--- src/rtl/fetch_sequencer_if.sv ---
// rtl/fetch_sequencer_if.sv - memory, decoder and execute handshake bundle for the fetch sequencer
interface fetch_sequencer_if #(
   parameter int ADDR_WIDTH  = 8,
   parameter int INSTR_WIDTH = 16
);
   logic                   mem_req;
   logic [ADDR_WIDTH-1:0]  mem_addr;
   logic                   mem_ack;
   logic [INSTR_WIDTH-1:0] mem_rdata;
   logic [INSTR_WIDTH-1:0] ir;
   logic [2:0]             dec_kind;
   logic [ADDR_WIDTH-1:0]  dec_target;
   logic                   cond;
   logic                   exec_start;
   logic                   exec_done;

   modport master (
      output mem_req, mem_addr, ir, exec_start,
      input  mem_ack, mem_rdata, dec_kind, dec_target, cond, exec_done
   );

   modport slave (
      input  mem_req, mem_addr, ir, exec_start,
      output mem_ack, mem_rdata, dec_kind, dec_target, cond, exec_done
   );
endinterface

--- src/rtl/fetch_sequencer.sv ---
// rtl/fetch_sequencer.sv - program counter, return-address stack and fetch/decode/execute sequencing
module fetch_sequencer #(
   parameter int                    ADDR_WIDTH   = 8,
   parameter int                    INSTR_WIDTH  = 16,
   parameter int                    STACK_DEPTH  = 4,
   parameter logic [ADDR_WIDTH-1:0] RESET_VECTOR = '0
) (
   input  logic                  clk,
   input  logic                  rst,
   fetch_sequencer_if.master     bus,
   input  logic                  resume,
   output logic [ADDR_WIDTH-1:0] pc,
   output logic                  halted,
   output logic                  fault
);
   localparam int SP_W  = $clog2(STACK_DEPTH + 1);
   // Stack storage is rounded up to a power of two so every index value is in range;
   // the full/empty guards keep accesses within the first STACK_DEPTH entries.
   localparam int IDX_W = (STACK_DEPTH > 1) ? $clog2(STACK_DEPTH) : 1;
   localparam logic [SP_W-1:0] SP_FULL = SP_W'(STACK_DEPTH);

   localparam logic [2:0] K_ALU  = 3'd0;
   localparam logic [2:0] K_JMP  = 3'd1;
   localparam logic [2:0] K_BRZ  = 3'd2;
   localparam logic [2:0] K_CALL = 3'd3;
   localparam logic [2:0] K_RET  = 3'd4;
   localparam logic [2:0] K_HALT = 3'd5;

   typedef enum logic [2:0] {IDLE, FETCH, DECODE, EXEC, HALT, FAULT} state_t;

   state_t                 state, state_next;
   logic [ADDR_WIDTH-1:0]  pc_next, pc_inc, ret_addr;
   logic [SP_W-1:0]        sp, sp_next;
   logic [IDX_W-1:0]       push_idx, top_idx;
   logic [INSTR_WIDTH-1:0] ir_q;
   logic                   exec_start_q, exec_start_next, push;
   logic [ADDR_WIDTH-1:0]  stack [2**IDX_W];

   assign pc_inc   = pc + ADDR_WIDTH'(1);
   assign push_idx = sp[IDX_W-1:0];
   assign top_idx  = push_idx - IDX_W'(1);
   assign ret_addr = stack[top_idx];

   assign bus.mem_req    = (state == FETCH);
   assign bus.mem_addr   = pc;
   assign bus.ir         = ir_q;
   assign bus.exec_start = exec_start_q;
   assign halted         = (state == HALT);
   assign fault          = (state == FAULT);

   // Next-state, next-PC and stack-pointer resolution for the instruction cycle
   always_comb begin
      state_next      = state;
      pc_next         = pc;
      sp_next         = sp;
      push            = 1'b0;
      exec_start_next = 1'b0;
      case (state)
         IDLE:   state_next = FETCH;
         FETCH:  if (bus.mem_ack) state_next = DECODE;
         DECODE: begin
            case (bus.dec_kind)
               K_ALU: begin
                  state_next      = EXEC;
                  exec_start_next = 1'b1;
               end
               K_JMP: begin
                  pc_next    = bus.dec_target;
                  state_next = FETCH;
               end
               K_BRZ: begin
                  pc_next    = bus.cond ? bus.dec_target : pc_inc;
                  state_next = FETCH;
               end
               K_CALL: begin
                  if (sp == SP_FULL) begin
                     state_next = FAULT;
                  end else begin
                     push       = 1'b1;
                     sp_next    = sp + SP_W'(1);
                     pc_next    = bus.dec_target;
                     state_next = FETCH;
                  end
               end
               K_RET: begin
                  if (sp == '0) begin
                     state_next = FAULT;
                  end else begin
                     sp_next    = sp - SP_W'(1);
                     pc_next    = ret_addr;
                     state_next = FETCH;
                  end
               end
               K_HALT: begin
                  pc_next    = pc_inc;
                  state_next = HALT;
               end
               default: state_next = FAULT;
            endcase
         end
         EXEC: begin
            if (bus.exec_done) begin
               pc_next    = pc_inc;
               state_next = FETCH;
            end
         end
         HALT:    if (resume) state_next = FETCH;
         FAULT:   state_next = FAULT;
         default: state_next = FAULT;
      endcase
   end

   // State, PC, stack pointer, IR and the exec_start pulse register
   always_ff @(posedge clk or negedge rst) begin
      if (!rst) begin
         state        <= IDLE;
         pc           <= RESET_VECTOR;
         sp           <= '0;
         ir_q         <= '0;
         exec_start_q <= 1'b0;
      end else begin
         state        <= state_next;
         pc           <= pc_next;
         sp           <= sp_next;
         exec_start_q <= exec_start_next;
         if (state == FETCH && bus.mem_ack) ir_q <= bus.mem_rdata;
      end
   end

   // Return-address storage; contents are meaningless after reset so it carries no reset
   always_ff @(posedge clk) begin
      if (push) stack[push_idx] <= pc_inc;
   end
endmodule

--- src/flat_wrapper.sv ---
// flat-port wrapper written by rule: the top's interface ports become plain ports
module fetch_sequencer_flat 
#(
   parameter int                    ADDR_WIDTH   = 8,
   parameter int                    INSTR_WIDTH  = 16,
   parameter int                    STACK_DEPTH  = 4,
   parameter logic [ADDR_WIDTH-1:0] RESET_VECTOR = '0
)
  (clk, rst, resume, pc, halted, fault, bus_mem_req, bus_mem_addr, bus_ir, bus_exec_start, bus_mem_ack, bus_mem_rdata, bus_dec_kind, bus_dec_target, bus_cond, bus_exec_done);
  fetch_sequencer_if #(.ADDR_WIDTH(ADDR_WIDTH), .INSTR_WIDTH(INSTR_WIDTH)) bus_i ();
  input  logic clk;
  input  logic rst;
  input  logic resume;
  output logic [ADDR_WIDTH-1:0] pc;
  output logic halted;
  output logic fault;
  output wire logic [$bits(bus_i.mem_req)-1:0] bus_mem_req;
  output wire logic [$bits(bus_i.mem_addr)-1:0] bus_mem_addr;
  output wire logic [$bits(bus_i.ir)-1:0] bus_ir;
  output wire logic [$bits(bus_i.exec_start)-1:0] bus_exec_start;
  input wire logic [$bits(bus_i.mem_ack)-1:0] bus_mem_ack;
  input wire logic [$bits(bus_i.mem_rdata)-1:0] bus_mem_rdata;
  input wire logic [$bits(bus_i.dec_kind)-1:0] bus_dec_kind;
  input wire logic [$bits(bus_i.dec_target)-1:0] bus_dec_target;
  input wire logic [$bits(bus_i.cond)-1:0] bus_cond;
  input wire logic [$bits(bus_i.exec_done)-1:0] bus_exec_done;
  assign bus_mem_req = bus_i.mem_req;
  assign bus_mem_addr = bus_i.mem_addr;
  assign bus_ir = bus_i.ir;
  assign bus_exec_start = bus_i.exec_start;
  assign bus_i.mem_ack = bus_mem_ack;
  assign bus_i.mem_rdata = bus_mem_rdata;
  assign bus_i.dec_kind = bus_dec_kind;
  assign bus_i.dec_target = bus_dec_target;
  assign bus_i.cond = bus_cond;
  assign bus_i.exec_done = bus_exec_done;
  fetch_sequencer #(.ADDR_WIDTH(ADDR_WIDTH), .INSTR_WIDTH(INSTR_WIDTH), .STACK_DEPTH(STACK_DEPTH), .RESET_VECTOR(RESET_VECTOR)) u_core (.clk(clk), .rst(rst), .bus(bus_i), .resume(resume), .pc(pc), .halted(halted), .fault(fault));
endmodule
--- config.mk ---
export PLATFORM = sky130hd
export DESIGN_NAME = fetch_sequencer_flat
export DESIGN_NICKNAME = d
export VERILOG_FILES = /design/src/rtl/fetch_sequencer_if.sv /design/src/rtl/fetch_sequencer.sv /design/src/flat_wrapper.sv
export SDC_FILE = /design/constraint.sdc
export NUM_CORES = 1
export LEC_CHECK = 0
export CORE_ASPECT_RATIO = 0.5
export CORE_MARGIN = 2
export CORE_UTILIZATION = 51
export CTS_BUF_LIST = sky130_fd_sc_hd__clkbuf_4 sky130_fd_sc_hd__clkbuf_8
export DETAILED_ROUTE_END_ITERATION = 10
export PLACE_DENSITY = 0.87
export SYNTH_ARGS = -nofsm -noshare
export SYNTH_HDL_FRONTEND = slang
export SYNTH_SLANG_ARGS = --single-unit
--- constraint.sdc ---
create_clock -name clk -period 3.4 [get_ports clk]
set_clock_uncertainty 0.2 [all_clocks]
set_input_delay 1.02 -clock clk [delete_from_list [all_inputs] [get_ports clk]]
set_output_delay 1.02 -clock clk [all_outputs]
set_load 0.02 [all_outputs]
==> metrics.cfg <==
[outcome]
status=complete, no violations

[detailed_routing]
route.detailed.drc=0
drt_first_iter_violations=253
vias_per_cell=5.71
wirelength_um=7100
via_count=2303
drt-pass1-iter-count=5
wl_per_cell_um=17.6
antenna_left=0

[cts]
cts_root_buf=clkbuf_8
hold_buffers=0
clkSinkCount=63
htreeDepth=3
tritoncts=built
clock_latency_ns=0.34
post-cts-setup-buffers=0
clk_pin_slew_worst_paths_ns=0.07
cts_resized=0
numCtsBuffers=9
cts.path.max_buffers=2

[yosys]
synth.avg_cell_area_um2=12.7
synth_cell_types=50
ys_ff_latch=63
synth_flop_cell=edfxtp_1
syn-num-nets=285
syn-cell-area_um2=3120
synthCells=246
synthArstFlopShare=0.492
seq_area_frac_synth=0.557
yosys_warnings=0
synth_edf_count=32

[layout]
n_fill_cell=409
final_common_cell=clkdlybuf4s50_1
areaGrowthSynthToFinish_pct=31.6
multi_input_area_um2=1200
layoutNonFillerInstCount=403
final_cell_mix=clkdlybuf4s50_1 (68), edfxtp_1 (32), dfrtp_1 (31)
drive_gt1_frac=0.190
regArea_um2=1740
fin_area_um2=4100
n_antenna_cell=0
layout.nets=360

[floorplanning]
die_h_um=59.3
fp.dieW_um=115
pin_count=69
core_um2=5980
dieArea_um2=6790
initial_core_util=0.521
row_count=20

[timing]
final.setup.tns_ns=0
period_share=0.896
period_minus_slack_ns=3.05
rsz0062_at_grt=false
relSlewSlack=0.606
max_freq_mhz=328
tightest_slew_ns=0.585
slew_violations=0
setup_viol=0
final_hold_viol_count=0

[pwr]
internal_power_mw=2.27
leakagePower_nw=1.58
p_sw_mw=1.31
swShare=0.366
power.density_nw_per_um2=871
pwr-share-clk=0.204
pwr-share-seq=0.346
ir_drop_uv=506
share_comb_of_total_power=0.450

[place]
dp.cells=387
port_buffers=68
hpwl_um=5210
place_congestion=0.934
placed_area_um2=3880

[global_routing]
grt_pass1_wl_um=11400
grt-ovfl-total=0
grt.total_usage=0.227
grt_antenna_before_repair=0
grt_max_degree=24
grt_pass1_vias=2245

[critical_path]
cp.required_ns=2.18
cpPeakStageDelay_ns=0.66
path_cells=inv_1 > nor3_1 > clkdlybuf4s50_1
startpoint_type=flop
cpMaxStageDelayCell=clkdlybuf4s50_1
path_max_fanout=6
arrival_ns=1.83
cp-end-kind=output port
critical_path_class=reg -> out

[flow_run]
drv_cap=0

[worst_hold_path]
hp-class=reg -> reg

logic make-up after synthesis:
logic type,after synthesis,share of synthesized area
adder cells (fa/ha/maj),6,0.0265
multiplexers,25,0.115
buffers and inverters,32,0.0578
XOR/XNOR,9,0.0253
AO/OA/AOI/OAI,53,0.120
flip-flops,63,0.557
AND/OR/NAND/NOR,58,0.0987
sequential cells by signal, indices dropped and copies added (netlist names):
signal / cells
u_core.bus.exec_start: 1
u_core.bus.ir: 16
u_core.bus.mem_addr: 8
u_core.sp: 3
u_core.stack: 32
u_core.state: 3
critical path: cells and delay by family (launching register included):
family / cells / cell delay [ns]
buf+inv: 2 / 0.79
flops: 1 / 0.44
simple gates: 1 / 0.26
synthesized netlist by cell type, types with 7 or more instances:
cell type / count / area, µm²
buf_4: 11 / 82.6
nor3_1: 7 / 35.0
mux2_2: 17 / 191
nor2_1: 11 / 41.3
mux4_2: 7 / 158
xnor2_1: 7 / 61.3
nand2_1: 9 / 33.8
a21oi_1: 19 / 95.1
dfrtp_1: 31 / 776
o21ai_0: 12 / 60.1
inv_1: 12 / 45.0
edfxtp_1: 32 / 961
metal layers:
layer	part of all wire	track usage	vias to the layer above
li1	-	-	1054
met1	0.42	0.291	1129
met2	0.49	0.378	102
met3	0.068	0.0573	18
met4	0.019	0.0923	0
met5	0	0	-
layout make-up:
class	instances	share of cell area
inverter	13	0.0119
timing repair buffer	83	0.193
clock buffer	9	0.0302
sequential	63	0.423
clock inverter	7	0.0250
tap	77	0.0235
multi-input combinational	151	0.293
power by group through the flow:
| stage | combinational (mW) | clock [mW] | sequential [mW] |
|---|---|---|---|
| 2_1_floorplan | 0.829 | 0 | 1.38 |
| 3_3_place_gp | 1.55 | 0 | 1.23 |
| 3_5_place_dp | 1.60 | 0 | 1.25 |
| 4_1_cts | 1.61 | 0.740 | 1.23 |
| 5_1_grt | 1.71 | 0.774 | 1.26 |
| 6_report | 1.61 | 0.730 | 1.24 |
through the flow:
stage          worst slack, ns  hold WS, ns  total power, mW   util
2_1_floorplan            0.449        0.282             2.21      -
3_3_place_gp             0.338        0.291             2.79  0.648
3_5_place_dp             0.279        0.295             2.84  0.648
4_1_cts                  0.354        0.313             3.59  0.686
5_1_grt                  0.252        0.330             3.74  0.686
6_report                 0.353        0.309             3.57  0.686
worst paths after layout:
path,endpoint,slack (ns),from,depth (start not counted)
min in group asynchronous,u_core.bus.mem_addr[2]$_DFFE_PN0P_,0.80,rst,1
setup reg to reg,u_core.bus.mem_addr[3]$_DFFE_PN0P_,0.96,u_core.sp[1]$_DFFE_PN0P_,6
hold reg to reg,u_core.bus.ir[4]$_DFFE_PN0P_,0.31,u_core.bus.ir[4]$_DFFE_PN0P_,1
max in group asynchronous,u_core.bus.ir[10]$_DFFE_PN0P_,1.54,rst,2
hold / removal,u_core.bus.ir[4]$_DFFE_PN0P_,0.31,u_core.bus.ir[4]$_DFFE_PN0P_,1
setup / recovery,bus_mem_req,0.35,u_core.state[0]$_DFFE_PN0P_,3
No activity file was read; power rests on OpenSTA's default activity.
